--- src/rtl/multicycle_controller.sv ---
// Main control FSM for the multicycle RV32I datapath.
// Sequences fetch/decode/execute/memory/writeback, produces every datapath
// strobe and mux select, and abandons stuck memory accesses with a watchdog.
module multicycle_controller #(
    parameter int TIMEOUT = 16
) (
    input  logic       clk,
    input  logic       rst,
    input  logic [6:0] opcode,
    input  logic       zero,
    input  logic       mem_ready,
    output logic       pcwrite,
    output logic       adrsrc,
    output logic       memread,
    output logic       memwrite,
    output logic       irwrite,
    output logic       regwrite,
    output logic [1:0] alusrca,
    output logic [1:0] alusrcb,
    output logic [1:0] aluop,
    output logic [1:0] resultsrc,
    output logic       illegal,
    output logic       memfault,
    output logic [3:0] state
);

    localparam logic [3:0] S_FETCH    = 4'd0;
    localparam logic [3:0] S_DECODE   = 4'd1;
    localparam logic [3:0] S_MEMADR   = 4'd2;
    localparam logic [3:0] S_MEMREAD  = 4'd3;
    localparam logic [3:0] S_MEMWB    = 4'd4;
    localparam logic [3:0] S_MEMWRITE = 4'd5;
    localparam logic [3:0] S_EXECR    = 4'd6;
    localparam logic [3:0] S_EXECI    = 4'd7;
    localparam logic [3:0] S_ALUWB    = 4'd8;
    localparam logic [3:0] S_BEQ      = 4'd9;
    localparam logic [3:0] S_JAL      = 4'd10;

    localparam logic [6:0] OP_LW    = 7'b0000011;
    localparam logic [6:0] OP_SW    = 7'b0100011;
    localparam logic [6:0] OP_RTYPE = 7'b0110011;
    localparam logic [6:0] OP_ITYPE = 7'b0010011;
    localparam logic [6:0] OP_BEQ   = 7'b1100011;
    localparam logic [6:0] OP_JAL   = 7'b1101111;

    // Last count value before the watchdog fires.
    localparam logic [7:0] WAIT_LAST = 8'(TIMEOUT - 1);

    logic [3:0] state_q, state_d;
    logic [7:0] wait_cnt_q, wait_cnt_d;
    logic       wait_state;
    logic       expire;

    assign state = state_q;

    // Moore decode of the state plus the few input-dependent strobes, next-state
    // selection, and the watchdog override.
    always_comb begin
        pcwrite    = 1'b0;
        adrsrc     = 1'b0;
        memread    = 1'b0;
        memwrite   = 1'b0;
        irwrite    = 1'b0;
        regwrite   = 1'b0;
        alusrca    = 2'b00;
        alusrcb    = 2'b00;
        aluop      = 2'b00;
        resultsrc  = 2'b00;
        illegal    = 1'b0;
        memfault   = 1'b0;
        state_d    = S_FETCH;

        wait_state = (state_q == S_FETCH) || (state_q == S_MEMREAD) ||
                     (state_q == S_MEMWRITE);
        expire     = wait_state && !mem_ready && (wait_cnt_q == WAIT_LAST);

        case (state_q)
            S_FETCH: begin
                memread   = 1'b1;
                alusrcb   = 2'b10;
                resultsrc = 2'b10;
                if (mem_ready) begin
                    irwrite = 1'b1;
                    pcwrite = 1'b1;
                    state_d = S_DECODE;
                end else begin
                    state_d = S_FETCH;
                end
            end
            S_DECODE: begin
                alusrca = 2'b01;
                alusrcb = 2'b01;
                case (opcode)
                    OP_LW, OP_SW: state_d = S_MEMADR;
                    OP_RTYPE:     state_d = S_EXECR;
                    OP_ITYPE:     state_d = S_EXECI;
                    OP_BEQ:       state_d = S_BEQ;
                    OP_JAL:       state_d = S_JAL;
                    default: begin
                        illegal = 1'b1;
                        state_d = S_FETCH;
                    end
                endcase
            end
            S_MEMADR: begin
                alusrca = 2'b10;
                alusrcb = 2'b01;
                state_d = (opcode == OP_LW) ? S_MEMREAD : S_MEMWRITE;
            end
            S_MEMREAD: begin
                adrsrc  = 1'b1;
                memread = 1'b1;
                state_d = mem_ready ? S_MEMWB : S_MEMREAD;
            end
            S_MEMWB: begin
                resultsrc = 2'b01;
                regwrite  = 1'b1;
                state_d   = S_FETCH;
            end
            S_MEMWRITE: begin
                adrsrc   = 1'b1;
                memwrite = 1'b1;
                state_d  = mem_ready ? S_FETCH : S_MEMWRITE;
            end
            S_EXECR: begin
                alusrca = 2'b10;
                aluop   = 2'b10;
                state_d = S_ALUWB;
            end
            S_EXECI: begin
                // All I-type ALU ops run as addi.
                alusrca = 2'b10;
                alusrcb = 2'b01;
                state_d = S_ALUWB;
            end
            S_ALUWB: begin
                regwrite = 1'b1;
                state_d  = S_FETCH;
            end
            S_BEQ: begin
                alusrca = 2'b10;
                aluop   = 2'b01;
                pcwrite = zero;
                state_d = S_FETCH;
            end
            S_JAL: begin
                // PC <- ALUOut (target from DECODE); ALU computes oldPC+4 for rd.
                alusrca = 2'b01;
                alusrcb = 2'b10;
                pcwrite = 1'b1;
                state_d = S_ALUWB;
            end
            default: state_d = S_FETCH;
        endcase

        // A stuck access is abandoned: no architectural state changes, and
        // the PC is left alone so the fetch is simply retried.
        if (expire) begin
            state_d  = S_FETCH;
            memfault = 1'b1;
            pcwrite  = 1'b0;
            irwrite  = 1'b0;
            regwrite = 1'b0;
            memwrite = 1'b0;
        end

        // Counter runs only while stalled in the same wait state.
        if (wait_state && !mem_ready && !expire && (state_d == state_q)) begin
            wait_cnt_d = wait_cnt_q + 8'd1;
        end else begin
            wait_cnt_d = 8'd0;
        end

        if (rst) begin
            pcwrite   = 1'b0;
            adrsrc    = 1'b0;
            memread   = 1'b0;
            memwrite  = 1'b0;
            irwrite   = 1'b0;
            regwrite  = 1'b0;
            alusrca   = 2'b00;
            alusrcb   = 2'b00;
            aluop     = 2'b00;
            resultsrc = 2'b00;
            illegal   = 1'b0;
            memfault  = 1'b0;
        end
    end

    // State and watchdog counter registers.
    always_ff @(posedge clk) begin
        if (rst) begin
            state_q    <= S_FETCH;
            wait_cnt_q <= 8'd0;
        end else begin
            state_q    <= state_d;
            wait_cnt_q <= wait_cnt_d;
        end
    end

endmodule

--- config.mk ---
export PLATFORM = sky130hd
export DESIGN_NAME = multicycle_controller
export DESIGN_NICKNAME = d
export VERILOG_FILES = /design/src/rtl/multicycle_controller.sv
export SDC_FILE = /design/constraint.sdc
export NUM_CORES = 1
export LEC_CHECK = 0
export CAP_MARGIN = 20
export CELL_PAD_IN_SITES_DETAIL_PLACEMENT = 1
export CELL_PAD_IN_SITES_GLOBAL_PLACEMENT = 2
export CORE_MARGIN = 8
export CORE_UTILIZATION = 33
export DETAILED_ROUTE_END_ITERATION = 10
export DONT_BUFFER_PORTS = 1
export PLACE_DENSITY = 0.78
export SLEW_MARGIN = 20
export SYNTH_ARGS = -nofsm -noshare
export SYNTH_HDL_FRONTEND = slang
export SYNTH_SLANG_ARGS = --single-unit
--- constraint.sdc ---
create_clock -name clk -period 1.7 [get_ports clk]
set_input_delay 0.255 -clock clk [delete_from_list [all_inputs] [get_ports clk]]
set_output_delay 0.255 -clock clk [all_outputs]
set_load 0.02 [all_outputs]
After elaboration in Yosys (flattened, before gate mapping)
Cells that the tools add are included.
{ "classes": {"add_sub_neg": 1, "eq_ne": 18, "mux": 37, "n_bitwise": 1, "reduce_logical": 20} }
{ "op_table": {"columns": ["cell", "count"], "rows": [
  ["case mux 4 bit (6 select lines)", 1],
  ["two-way mux 1 bit", 22],
  ["case mux 4 bit (5 select lines)", 1],
  ["equality test 4 x 3 -> 1 bit (second input constant)", 4],
  ["case mux 2 bit (2 select lines)", 4],
  ["equality test 7 x 6 -> 1 bit (second input constant)", 2],
  ["equality test 7 bit (second input constant)", 2],
  ["OR reduction 2 bit", 7],
  ["equality test 4 bit (second input constant)", 3],
  ["two-way mux 3 bit", 3],
  ["adder 8 x 1 -> 8 bit (second input constant)", 1],
  ["equality test 4 x 2 -> 1 bit (second input constant)", 2],
  ["equality test 8 x 4 -> 1 bit (second input constant)", 1],
  ["two-way mux 2 bit", 4],
  ["equality test 7 x 2 -> 1 bit (second input constant)", 1],
  ["equality test 7 x 5 -> 1 bit (second input constant)", 1],
  ["OR reduction 3 bit", 2],
  ["OR reduction 6 bit", 1],
  ["equality test 4 x 1 -> 1 bit (second input constant)", 1],
  ["equality test 4 bit", 1],
  ["logical AND 1 bit", 4],
  ["zero test 4 bit", 1],
  ["two-way mux 4 bit", 1],
  ["OR reduction 4 bit", 1],
  ["other kinds (4)", 6]
]} }
{ "totals": {"ff_bits": 12, "input_bits": 11, "word_cells": 79} }

Depth between registers and ports, before layout
{ "depth": {"word_depth": 10, "mapped_depth": 6, "ltp_nobuf": 5} }

Worst setup path before layout
OpenSTA, ideal clock, no wires.
{ "synth_timing": {"path_type": "flip-flop to output port", "startpoint": "reg state_q[1] (netlist: state[1])", "endpoint": "out memwrite", "t_arrival_ns": 1.751, "slack_ns": -0.306, "stages_incl_launch_ff": 6, "path_buffers": 1, "path_cell_list": "dfxtp_1 buf_4 and3b_1 a22oi_2 nor2_1 nor4_1"} }
{ "synth_via": {"elab_chain_cells": 7, "elab_cells_between_ends": 10} }
{ "synth_lines": {"columns": ["element", "line", "text"], "rows": [
  ["start, declared", "49", "logic [3:0] state_q, state_d;"],
  ["start signal, assigned", "196", "state_q <= state_d;"],
  ["equality test 4 x 2 -> 1 bit or zero test 4 bit (tied branches)", "73", "wait_state = (state_q == S_FETCH) || (state_q == S_MEMREAD) ||"],
  ["logical OR 1 bit (2 in series)", "73", null],
  ["logical AND 1 bit (2 in series)", "75", "expire = wait_state && !mem_ready && (wait_cnt_q == WAIT_LAST);"],
  ["two-way mux 1 bit (*)", "158", "if (expire) begin"],
  ["two-way mux 1 bit (*)", "174", "if (rst) begin"],
  ["end, declared", "15", "output logic memwrite,"]
]} }
Mark *: on every way between the ends. The rest lies on a longest branch, timed or not.

Worst setup path after layout
{ "layout_timing": {"startpoint": "reg state_q[3] (netlist: state[3])", "endpoint": "out irwrite"} }
{ "layout_via": {"elab_chain_cells": 7, "elab_cells_between_ends": 10} }
{ "layout_lines": {"columns": ["element", "line", "text"], "rows": [
  ["equality test 4 x 2 -> 1 bit or zero test 4 bit (tied branches)", "73, 77", null],
  ["logical OR 1 bit (2 in series)", "73", null],
  ["logical AND 1 bit (2 in series)", "75", null],
  ["two-way mux 1 bit (*)", "158", null],
  ["two-way mux 1 bit (*)", "174", null],
  ["end, declared", "16", "output logic irwrite,"]
]} }
Marks and branches as above.

==> flow_metrics.tcl <==
set metrics [dict create \
    status "complete, but fails checks" \
    violations "setup timing" \
    vias 1049 \
    synth-seq-cells 12 \
    dieArea_um2 5040 \
    cts_hold_buffers 0 \
    ys_types 41 \
    p_seq_frac 0.440 \
    yosysSeqAreaShare 0.241 \
    r2r_setup_slack_ns 0.19 \
    met2WireLength_um 1600 \
    skew_ns 0.0115 \
    r2r_cells 5 \
    synthCells 133 \
    core_um2 2950 \
    power_density_nw_per_um2 465 \
    synth-edff-count 0 \
    finalCriticalPeriod_ns 1.71 \
    synth-async-reset-ratio 0 \
    clock_power_share 0.353 \
    ios 31 \
    critPathCaptureType "output pin" \
    r2r_start "state[3]" \
    grt-ovfl-total 0 \
    cts_inserted_buffers 3 \
    dp.final_hpwl_um 2250 \
    finalMaxSlewViolations 0 \
    grt_pass1_vias 1019 \
    clkLatencyLatePin_ns 0.28 \
    grt_usage 0.121 \
    drt_iter0_markers 66 \
    switching_share 0.274 \
    grt_pass1_wl_um 4910 \
    met1Wirelength_um 1280 \
    combPwrFrac 0.207 \
    fmax_ghz 0.585 \
    via_per_inst 5.49 \
    gp_congestion 0.797 \
    ir_worst_vdd_mv 0.204 \
    clk_pin_slew_ns 0.07 \
    diodes 0 \
    wl_per_cell_um 16.6 \
    timing.slew.headroom 0.692 \
    die_y_um 71.0 \
    cts_sinks 12 \
    avgSynthCellArea_um2 7.51 \
    rsz0062_at_grt "true" \
    antenna_found_initial 0 \
    start_util 0.338 \
    ant_nets 0 \
    min_path_type "in -> reg" \
    crit_fanout 8 \
    crit_start "state[3]" \
    tightest_slew_ns 0.458 \
    fin_util 0.476 \
    port_buffers 0 \
    power_leakage_nw 0.542 \
    htree_levels 1 \
    cts_root_buffer "clkbuf_4" \
    drc_errors 0 \
    hold_ws_ns 0.0358 \
    area_growth_pct 40.7 \
    cp.arrival_ns 1.45 \
    nets 171 \
    critPathKind "reg -> out" \
    p_int_mw 0.474 \
    critPathLaunchType "register" \
    finalWirelength_um 3160 \
    cap_violations 0 \
    critPathRequiredTime_ns 1.44 \
    ys.flop_type "dfxtp_1" \
    worst_slack_ns -0.00803 \
    dieWidth_um 71.0 \
    period_share 1.00 \
    first_pass_iters 4 \
    r2r-end "state[1]" \
    synth_area_um2 998 \
    highest_layer "met4" \
    endpoint "irwrite" \
    p_sw_mw 0.179 \
    drive_above_1_share 0.411 \
    grt_max_degree 19 \
    yosys_warnings 0 \
    setup_viol 1 \
    synth_fp_nets 145 \
    dr_wl_met3_um 221 \
    cts_tree "built" \
    hold_viol_final 0 \
    cts.path.max_buffers 2 \
    row_count 20 \
]
==> cells by family (layout without fill, tap and decap cells) <==
family / after synthesis / after routing / share of synthesized area
buffers and inverters: 11 / 36 / 0.0602
AND/OR/NAND/NOR: 76 / 76 / 0.440
XOR/XNOR: 10 / 10 / 0.0877
AO/OA/AOI/OAI: 22 / 22 / 0.149
flip-flops: 12 / 12 / 0.241
adder cells (fa/ha/maj): 1 / 1 / 0.0125
multiplexers: 1 / 1 / 0.0100
==> critical path, stage by stage (launching register included) <==
cell	delay [ns]
dfxtp_4	0.38
nor3_1	0.28
nor3b_2	0.27
and2_2	0.25
==> metrics by stage <==
| step | area, µm² | TNS [ns] | power, mW | setup slack [ns] | std cells |
|---|---|---|---|---|---|
| after floorplan | 1030 | -0.115 | 0.384 | -0.0779 | 133 |
| after global placement | 1190 | 0 | 0.410 | 0.158 | 178 |
| after detailed placement | 1190 | 0 | 0.414 | 0.119 | 178 |
| after CTS | 1320 | -0.0193 | 0.648 | -0.0143 | 184 |
| after global routing | 1410 | -0.471 | 0.689 | -0.0958 | 191 |
| final | 1410 | -0.00803 | 0.653 | -0.00803 | 191 |
==> timing repair <==
action                                  4_1_cts  5_1_grt
pin swaps                                     2        0
endpoints found under the setup margin       10       10
setup buffers                                 2        7
resized for setup                            25       11
==> layout by cell type (no fill, tap or decap), types with 3 or more instances in the layout <==
master,Yosys,final
a21oi_1,5,5
a31oi_1,3,3
buf_4,1,25
buf_6,1,3
clkbuf_4,0,3
dfxtp_1,12,6
dfxtp_2,0,3
dfxtp_4,0,3
nand2_1,6,6
nand2b_1,7,5
nand2b_4,1,3
nand3b_1,3,3
nor2_1,20,19
nor2b_1,6,4
nor3_1,8,5
nor3_2,0,3
nor4_2,0,3
o21ai_0,5,4
xnor2_1,6,6
xor2_1,4,4
==> sequential cells by signal (all words and copies together) (netlist names) <==
name,count
state,4
wait_cnt_q,8
==> layer usage <==
layer,global-route usage,vias up
li1,-,518
met1,0.131,494
met2,0.213,30
met3,0.0424,7
met4,0.0416,0
met5,0,-
==> final cells by class <==
cell class,count,area [µm²]
fillers,365,1550
flip-flops and latches,12,255
repair buffers,30,256
inverters,2,7.51
well taps,33,41.3
multi-input cells,110,808
clock buffers,4,36.3
==> synthesized netlist by cell type (2+ instances only) <==
cell / instances / area [µm²]
nor2b_1: 6 / 37.5
nand2b_1: 7 / 43.8
nand3_1: 3 / 15.0
buf_2: 6 / 30.0
or3b_1: 2 / 17.5
and2_1: 4 / 25.0
a22oi_1: 2 / 15.0
nor3_1: 8 / 40.0
a21oi_1: 5 / 25.0
nand3b_1: 3 / 22.5
a31oi_1: 3 / 18.8
nand2_1: 6 / 22.5
nor4_1: 7 / 43.8
dfxtp_1: 12 / 240
nor2_1: 20 / 75.1
inv_1: 2 / 7.51
xor2_1: 4 / 35.0
o21ai_0: 5 / 25.0
xnor2_1: 6 / 52.6
==> how the worst min path moves through the flow <==
stage / to / startpoint / slack [ns] / depth (start not counted)
floorplan: state[2] / opcode[4] / 0.42 / 2
finish: state[3] / rst / 0.04 / 1
CTS: state[3] / rst / 0.02 / 1
detailed placement: state[3] / rst / 0.33 / 1
global placement: state[3] / rst / 0.33 / 1
global route: state[3] / rst / 0.02 / 1
==> power groups by stage <==
stage	logic (mW)	clock network [mW]	registers [mW]
after detailed placement	0.117	0	0.296
after CTS	0.121	0.240	0.287
final	0.135	0.231	0.287
after floorplan	0.0882	0	0.296
after global placement	0.114	0	0.296
after global routing	0.146	0.256	0.288
(Power assumes the default switching activity.)
